===== src/rtl/chroma_key_multi.sv =====
// Multi-profile HSV chroma keyer: NUM_KEYS pushbutton-adjustable key windows, 2-stage match pipeline.
// Optional circular hue windows when CHROMA_KEY_HUE_WRAP_EN is defined.
module chroma_key_multi #(
  parameter int DATA_W      = 8,
  parameter int NUM_KEYS    = 2,
  parameter int KSEL_W      = 1,
  parameter int ADJ_DIV     = 16,
  parameter int H_NOM_INIT  = 85,
  parameter int S_NOM_INIT  = 94,
  parameter int V_NOM_INIT  = 202,
  parameter int RANGE_INIT  = 50,
  parameter int V_RANGE_POS = 50,
  parameter int V_RANGE_NEG = 100
) (
  input  logic                  clk,
  input  logic                  rst_n,
  input  logic                  vsync,
  input  logic                  pix_valid_in,
  input  logic [3*DATA_W-1:0]   hsv_in,
  input  logic                  up,
  input  logic                  down,
  input  logic                  left,
  input  logic                  right,
  input  logic [KSEL_W-1:0]     key_sel,
  output logic                  pix_valid_out,
  output logic [3*DATA_W-1:0]   hsv_out,
  output logic [NUM_KEYS-1:0]   match_mask,
  output logic                  match_any,
  output logic [DATA_W-1:0]     h_nom,
  output logic [DATA_W-1:0]     s_nom,
  output logic [DATA_W-1:0]     v_nom,
  output logic [DATA_W-1:0]     range
);

  localparam int                CNT_W    = (ADJ_DIV > 1) ? $clog2(ADJ_DIV) : 1;
  localparam logic [CNT_W-1:0]  CNT_LAST = CNT_W'(ADJ_DIV - 1);
  localparam logic [DATA_W-1:0] H_INIT   = DATA_W'(H_NOM_INIT);
  localparam logic [DATA_W-1:0] S_INIT   = DATA_W'(S_NOM_INIT);
  localparam logic [DATA_W-1:0] V_INIT   = DATA_W'(V_NOM_INIT);
  localparam logic [DATA_W-1:0] R_INIT   = DATA_W'(RANGE_INIT);
  localparam logic [DATA_W-1:0] V_POS    = DATA_W'(V_RANGE_POS);
  localparam logic [DATA_W-1:0] V_NEG    = DATA_W'(V_RANGE_NEG);

  typedef enum logic {IDLE, HOLD} state_t;

  function automatic logic [DATA_W-1:0] sat_sub(input logic [DATA_W-1:0] a, input logic [DATA_W-1:0] b);
    return (a > b) ? (a - b) : '0;
  endfunction

  function automatic logic [DATA_W-1:0] sat_add(input logic [DATA_W-1:0] a, input logic [DATA_W-1:0] b);
    logic [DATA_W:0] s;
    s = {1'b0, a} + {1'b0, b};
    return s[DATA_W] ? '1 : s[DATA_W-1:0];
  endfunction

  function automatic logic [DATA_W-1:0] bump(input logic [DATA_W-1:0] x, input logic inc);
    if (inc) return (x == '1) ? x : x + DATA_W'(1);
    else     return (x == '0) ? x : x - DATA_W'(1);
  endfunction

  // ---------------- adjust FSM ----------------
  state_t           state_reg;
  logic [CNT_W-1:0] cnt_reg;
  logic             vsync_q_reg;
  logic             vs_fall, cmd, step_now;
  logic [1:0]       field;

  assign vs_fall  = vsync_q_reg & ~vsync;
  assign cmd      = up ^ down;
  assign field    = {left, right};
  assign step_now = vs_fall & cmd & ((state_reg == IDLE) | (cnt_reg == CNT_LAST));

  always_ff @(posedge clk) begin
    if (!rst_n) begin
      state_reg   <= IDLE;
      cnt_reg     <= '0;
      vsync_q_reg <= 1'b0;
    end else begin
      vsync_q_reg <= vsync;
      if (vs_fall) begin
        case (state_reg)
          IDLE: if (cmd) begin
            state_reg <= HOLD;
            cnt_reg   <= '0;
          end
          HOLD: begin
            if (!cmd)                     state_reg <= IDLE;
            else if (cnt_reg == CNT_LAST) cnt_reg   <= '0;
            else                          cnt_reg   <= cnt_reg + CNT_W'(1);
          end
          default: state_reg <= IDLE;
        endcase
      end
    end
  end

  // ---------------- per-key profiles and window compare ----------------
  logic [NUM_KEYS*DATA_W-1:0] h_all, s_all, v_all, r_all;
  logic [NUM_KEYS-1:0]        hit_vec;
  logic [DATA_W-1:0]          pix_h, pix_s, pix_v;

  assign pix_h = hsv_in[3*DATA_W-1 -: DATA_W];
  assign pix_s = hsv_in[2*DATA_W-1 -: DATA_W];
  assign pix_v = hsv_in[DATA_W-1:0];

  for (genvar gi = 0; gi < NUM_KEYS; gi++) begin : g_key
    logic [DATA_W-1:0] h_reg, s_reg, v_reg, r_reg;
    logic [DATA_W-1:0] h_lo, h_hi, s_lo, s_hi, v_lo, v_hi;
    logic              h_ok, sel_hit;

    // Out-of-range key_sel never equals any key index, so those steps are dropped.
    assign sel_hit = step_now & (key_sel == KSEL_W'(gi));

    always_ff @(posedge clk) begin
      if (!rst_n) begin
        h_reg <= H_INIT;
        s_reg <= S_INIT;
        v_reg <= V_INIT;
        r_reg <= R_INIT;
      end else if (sel_hit) begin
        case (field)
          2'b00:   h_reg <= bump(h_reg, up);
          2'b10:   s_reg <= bump(s_reg, up);
          2'b01:   v_reg <= bump(v_reg, up);
          default: r_reg <= bump(r_reg, up);
        endcase
      end
    end

    always_comb begin
      s_lo = sat_sub(s_reg, r_reg);
      s_hi = sat_add(s_reg, r_reg);
      v_lo = sat_sub(v_reg, V_NEG);
      v_hi = sat_add(v_reg, V_POS);
`ifdef CHROMA_KEY_HUE_WRAP_EN
      h_lo = h_reg - r_reg;
      h_hi = h_reg + r_reg;
      if (r_reg[DATA_W-1])  h_ok = 1'b1;
      else if (h_lo > h_hi) h_ok = (pix_h >= h_lo) | (pix_h <= h_hi);
      else                  h_ok = (pix_h >= h_lo) & (pix_h <= h_hi);
`else
      h_lo = sat_sub(h_reg, r_reg);
      h_hi = sat_add(h_reg, r_reg);
      h_ok = (pix_h >= h_lo) & (pix_h <= h_hi);
`endif
    end

    assign hit_vec[gi] = h_ok & (pix_s >= s_lo) & (pix_s <= s_hi) & (pix_v >= v_lo) & (pix_v <= v_hi);
    assign h_all[gi*DATA_W +: DATA_W] = h_reg;
    assign s_all[gi*DATA_W +: DATA_W] = s_reg;
    assign v_all[gi*DATA_W +: DATA_W] = v_reg;
    assign r_all[gi*DATA_W +: DATA_W] = r_reg;
  end

  // ---------------- match pipeline ----------------
  // S1 captures the compare result, freezing the thresholds seen on entry.
  logic                valid_s1_reg;
  logic [NUM_KEYS-1:0] match_s1_reg;
  logic [3*DATA_W-1:0] hsv_s1_reg;

  always_ff @(posedge clk) begin
    if (!rst_n) begin
      valid_s1_reg  <= 1'b0;
      match_s1_reg  <= '0;
      hsv_s1_reg    <= '0;
      pix_valid_out <= 1'b0;
      match_mask    <= '0;
      match_any     <= 1'b0;
      hsv_out       <= '0;
    end else begin
      valid_s1_reg  <= pix_valid_in;
      match_s1_reg  <= pix_valid_in ? hit_vec : '0;
      hsv_s1_reg    <= hsv_in;
      pix_valid_out <= valid_s1_reg;
      match_mask    <= valid_s1_reg ? match_s1_reg : '0;
      match_any     <= valid_s1_reg & (|match_s1_reg);
      hsv_out       <= hsv_s1_reg;
    end
  end

  // ---------------- status readback ----------------
  logic [DATA_W-1:0] h_sel, s_sel, v_sel, r_sel;
  logic              key_ok;

  always_comb begin
    h_sel  = '0;
    s_sel  = '0;
    v_sel  = '0;
    r_sel  = '0;
    key_ok = 1'b0;
    for (int k = 0; k < NUM_KEYS; k++) begin
      if (key_sel == KSEL_W'(k)) begin
        h_sel  = h_all[k*DATA_W +: DATA_W];
        s_sel  = s_all[k*DATA_W +: DATA_W];
        v_sel  = v_all[k*DATA_W +: DATA_W];
        r_sel  = r_all[k*DATA_W +: DATA_W];
        key_ok = 1'b1;
      end
    end
  end

  always_ff @(posedge clk) begin
    if (!rst_n) begin
      h_nom <= key_ok ? H_INIT : '0;
      s_nom <= key_ok ? S_INIT : '0;
      v_nom <= key_ok ? V_INIT : '0;
      range <= key_ok ? R_INIT : '0;
    end else begin
      h_nom <= h_sel;
      s_nom <= s_sel;
      v_nom <= v_sel;
      range <= r_sel;
    end
  end

endmodule


===== config.mk =====
export PLATFORM = sky130hd
export DESIGN_NAME = chroma_key_multi
export DESIGN_NICKNAME = d
export VERILOG_FILES = /design/src/rtl/chroma_key_multi.sv
export SDC_FILE = /design/constraint.sdc
export NUM_CORES = 1
export LEC_CHECK = 0
export CAP_MARGIN = 25
export CORE_MARGIN = 10
export CORE_UTILIZATION = 35
export DETAILED_ROUTE_END_ITERATION = 10
export GPL_TIMING_DRIVEN = 0
export PLACE_DENSITY = 0.64
export RECOVER_POWER = 100
export SYNTH_ARGS = -nofsm -noshare
export SYNTH_HDL_FRONTEND = slang
export SYNTH_SLANG_ARGS = --single-unit

===== constraint.sdc =====
create_clock -name clk -period 5.4 [get_ports clk]
set_input_delay 1.08 -clock clk [delete_from_list [all_inputs] [get_ports clk]]
set_output_delay 1.08 -clock clk [all_outputs]
set_load 0.02 [all_outputs]

Word level (Yosys, flattened, before mapping)
Cells that the tools add are included.
- flip-flop bits (word level): 157
- input bits: 33
- output and inout port bits: 60
- logic and storage cells: 187
- add/subtract/negate cells: 29
- order comparisons: 18
- equal/unequal tests: 29
- muxes and demuxes: 45
- bitwise gates (word level): 22
- reductions and logical operators: 22
- operators by type and width (kind ; count):
    two-way mux 8 bit ; 40
    adder 8 x 1 -> 8 bit, second input constant ; 8
    == test 8 bit, second input constant ; 8
    zero test 8 bit ; 8
    subtractor 8 x 1 -> 8 bit, second input constant ; 8
    >= comparator 8 bit ; 6
    <= comparator 8 bit ; 6
    adder 8 x 8 -> 9 bit ; 4
    != test 2 bit, second input constant ; 17
    greater-than comparator 8 bit ; 4
    AND reduction 4 bit ; 8
    subtractor 8 bit ; 4
    adder 8 x 6 -> 9 bit, second input constant ; 2
    bitwise AND 1 bit ; 16
    greater-than comparator 8 x 7 -> 1 bit, second input constant ; 2
    subtractor 8 x 7 -> 8 bit, second input constant ; 2
    two-way mux 4 bit ; 3
    one-hot mux 4 bit (2 select lines) ; 1
    adder 4 x 1 -> 4 bit, second input constant ; 1
    == test 4 bit, second input constant ; 1
    inverter 1 bit ; 4
    AND reduction 2 bit ; 2
    AND reduction 3 bit ; 1
    OR reduction 3 bit ; 1
    8 further kinds ; 8

Longest topological paths before layout
- word-level depth: 8
- depth in mapped cells: 17

Worst setup path before layout
Ideal clock, no wire load.
- kind: input-to-reg
- from: input port up
- to: register g_key[1].v_reg[7]
- library setup time: 0.063 ns
- data arrival time: 4.459 ns
- data required time: 5.337 ns
- setup slack: 0.879 ns
- stages on the path: 9
- path buffers: 1
- path through: buf_2 > clkinv_1 > ha_1 > a21oi_1 > o211ai_1 > o41ai_1 > xnor2_1 > or4_1 > nand3_1
- cells in the longest elaborated chain, start to end: 5
- RTL lines (item ; RTL line ; RTL):
    start, declared ; 20 ; input logic up,
    XOR 1 bit ; 69 ; assign cmd = up ^ down;
    bitwise AND 1 bit (2 in series) ; 71 ; assign step_now = vs_fall & cmd & ((state_reg == IDLE) | (cnt_reg == CNT_LAST));
    bitwise AND 1 bit ; 112 ; assign sel_hit = step_now & (key_sel == KSEL_W'(gi));
    AND reduction 4 bit (no source line) ; -- ;
    end signal, assigned ; 124 ; 2'b01: v_reg <= bump(v_reg, up);
    end, declared ; 107 ; logic [DATA_W-1:0] h_reg, s_reg, v_reg, r_reg;
Several ways; a longest one is shown, not always the timed one.
A chain may end at the register's enable or synchronous reset.

Worst setup path after layout
- from: input port up
- to: register g_key[1].h_reg[6]
- cells in the longest elaborated chain, start to end: 5
- RTL lines (item ; RTL line ; RTL):
    XOR 1 bit ; 69 ;
    bitwise AND 1 bit (2 in series) ; 71 ;
    bitwise AND 1 bit ; 112 ;
    AND reduction 4 bit (no source line) ; -- ;
    end signal, assigned ; 122 ; 2'b00: h_reg <= bump(h_reg, up);
    end, declared ; 107 ;
Several ways; a longest one is shown, not always the timed one.

==> results.tsv <==
metric	value	unit
# diodes	0	
postcts setup bufs	0	
Leakage	6.38	nW
fin nets	1902	
Die W	211	um
routed vias	11300	
Slew @ Worst Pin	1.84	ns
detailed router's first-iteration violation count	766	
Max Freq	0.214	GHz
gate count after technology mapping	1523	
unrepaired setup endpoints after global routing	false	
IO Port Bufs	91	
CP endpoint	g_key[1].h_reg[6]$_SDFFE_PN1P_	
Synth Register Bits	157	
Final HPWL DP	30000	um
Worst Path Required	5.70	ns
Tcrit/Tclk final	0.866	
Max-cap violations	1	
# H-tree levels	4	
post-synthesis sequential area ratio	0.246	
HP Class	register to register	
Post-synth EDFFs	0	
Crit. End Element	register	
Num CTS Buffers	17	
Power, Total	0.00289	W
most frequent cell after synthesis	ha_1	
Reg clk slew, reported paths	0.07	ns
Avg Cell Area, Syn	8.38	sq um
DIE AREA	0.0445	sq mm
min Tclk post-route	4.67	ns
remaining antenna violation count after routing	0	
WP data arrival	4.97	ns
Area Growth Syn to Fin	16.2	%
dominant cell type by area after synthesis	dfxtp_1	
GRT Resource Usage Total	0.171	
synth unique cells	59	
failing checks	max-capacitance violations, max-slew violations	
wire length of the first global-routing pass	60300	um
Startpoint Class	primary input	
vias per cell	5.35	
# IOs	93	
Synth top area share	0.246	
Core Rows	69	
Post-CTS Resized	0	
largest net degree at the start of global routing	40	
pwr/cell area	195	mW/mm^2
Most used DFF post-synth	dfxtp_1	
synthesized cell area	0.0128	sq mm
Initial Util	0.357	
die height	211	um
Rel. slew slack	-0.241	
yosys synthesis warning count	0	
GRT overflow	0	
CTS sink count	157	
CTS root buf	clkbuf_16	
reg-to-reg critical path startpoint	g_key[0].r_reg[0]$_SDFFE_PN0P_	
dpl cell area	0.0143	sq mm
Worst-Skew Late Latency	0.46	ns
layout cells sized above 1	0.0310	
DR pass1 iterations	5	
Final Instance Area	0.0148	sq mm
status	finished with violations	
Post-synth ARST share	0	
Final Util	0.415	
worst vdd ir	199	uV
Hold Fails Final Rpt	0	
clk buf depth	2	
core area	0.0357	sq mm
vias in the first global route	10900	
Synth Net Count	1791	
final hold slack	0.428	ns
gpl congestion	0.923	
crit path launch	up	
most frequent cells after synthesis	219 x ha_1, 157 x dfxtp_1, 151 x nor2_1, 122 x nand2_1, 112 x a21oi_1	
Hold Buf Count CTS	0	
Critical Setup Path Class	primary input to register	
average wire per standard cell	18.1	um
reg2reg end	match_s1_reg[0]$_SDFF_PN0_	
TritonCTS clock tree	built	
Max Fanout on Critical Path	10	
Clock Skews	0.0234	ns
initial antenna violation count	1	
R2R depth	16	
Pins Over Slew Limit	9	
total wire length	38200	um
r2r setup slk	1.28	ns
largest cells by area after synthesis	dfxtp_1 25%, ha_1 21%, xnor2_1 5.4%, mux2i_1 4.5%, nor2_1 4.4%	
Final setup viols	0	
Residual DRC	0	
-- cell type report --
cell class | count | area [sq um]
clock buffers | 17 | 425
fillers | 3553 | 20900
well taps | 461 | 577
repair buffers | 92 | 931
flip-flops and latches | 157 | 3140
inverters | 81 | 305
clock inverters | 15 | 171
plain buffers | 47 | 176
multi-input cells | 1238 | 9090
-- critical path, stage by stage --
cell	delay (ns)
dlygate4sd3_1	0.67
clkbuf_1	0.56
clkbuf_1	0.65
nor2_1	0.08
nand3_1	0.09
o31ai_1	0.07
nor4_1	1.39
mux2i_1	0.31
nand2_1	0.08
-- report_power, final --
group          switching [W]  internal [W]  total (W)
registers          0.0000132       0.00118    0.00119
logic               0.000268      0.000199   0.000467
clock network       0.000608      0.000625    0.00123
total               0.000890       0.00200    0.00289
-- cells in the final DEF (no fill, tap or decap), types with 22 or more instances in the layout --
| master | netlist | layout |
|---|---|---|
| dfxtp_1 | 157 | 157 |
| o21ai_0 | 50 | 50 |
| nand3_1 | 35 | 35 |
| o211ai_1 | 34 | 34 |
| mux2i_1 | 57 | 57 |
| nand4_1 | 29 | 29 |
| xor2_1 | 22 | 22 |
| xnor2_1 | 79 | 79 |
| and2_1 | 54 | 30 |
| nand2b_1 | 25 | 25 |
| nor2b_1 | 30 | 30 |
| clkbuf_1 | 37 | 45 |
| nand2_1 | 122 | 122 |
| a21oi_1 | 112 | 112 |
| clkdlybuf4s50_1 | 0 | 29 |
| nor2_1 | 151 | 152 |
| inv_1 | 79 | 80 |
| dlygate4sd3_1 | 0 | 62 |
| nor3_1 | 33 | 33 |
| and2_0 | 0 | 24 |
| ha_1 | 219 | 219 |
-- how the worst min path moves through the flow --
stage | start | slack [ns] | depth (start not counted) | end
floorplan | hsv_s1_reg[0]$_SDFF_PN0_ | 0.41 | 1 | hsv_out[0]$_SDFF_PN0_
global placement | hsv_s1_reg[10]$_SDFF_PN0_ | 0.41 | 1 | hsv_out[10]$_SDFF_PN0_
detailed placement | hsv_s1_reg[6]$_SDFF_PN0_ | 0.42 | 1 | hsv_out[6]$_SDFF_PN0_
CTS | hsv_s1_reg[7]$_SDFF_PN0_ | 0.43 | 1 | hsv_out[7]$_SDFF_PN0_
global route | hsv_s1_reg[6]$_SDFF_PN0_ | 0.44 | 1 | hsv_out[6]$_SDFF_PN0_
finish | hsv_s1_reg[15]$_SDFF_PN0_ | 0.43 | 1 | hsv_out[15]$_SDFF_PN0_
-- per-stage QoR --
stage | TNS (ns) | setup slack (ns) | std cells
final | 0 | 0.726 | 2108
after global routing | 0 | 0.466 | 2108
after CTS | 0 | 1.28 | 2108
after detailed placement | 0 | 0.824 | 2076
after global placement | -21.38 | -0.876 | 2075
after floorplan | 0 | 0.879 | 1523
-- routing by layer --
layer  vias to the layer above  GRT usage  wire length (um)
met4                         2     0.0632              1090
li1                       5607          -                 -
met3                        60     0.0301              2110
met1                      5271      0.228             18000
met2                       328      0.270             17000
met5                         -          0                 7
-- cells by family (layout without fill, tap and decap cells) --
group                    after synthesis  in the layout  share of synthesized area
AND/OR/NAND/NOR                      532            532                      0.205
XOR/XNOR                             101            101                     0.0693
adder cells (fa/ha/maj)              235            235                      0.240
buffers and inverters                128            252                     0.0383
AO/OA/AOI/OAI                        313            313                      0.156
flip-flops                           157            157                      0.246
multiplexers                          57             57                     0.0447
Note: power is estimated with default switching activity, not from simulation.
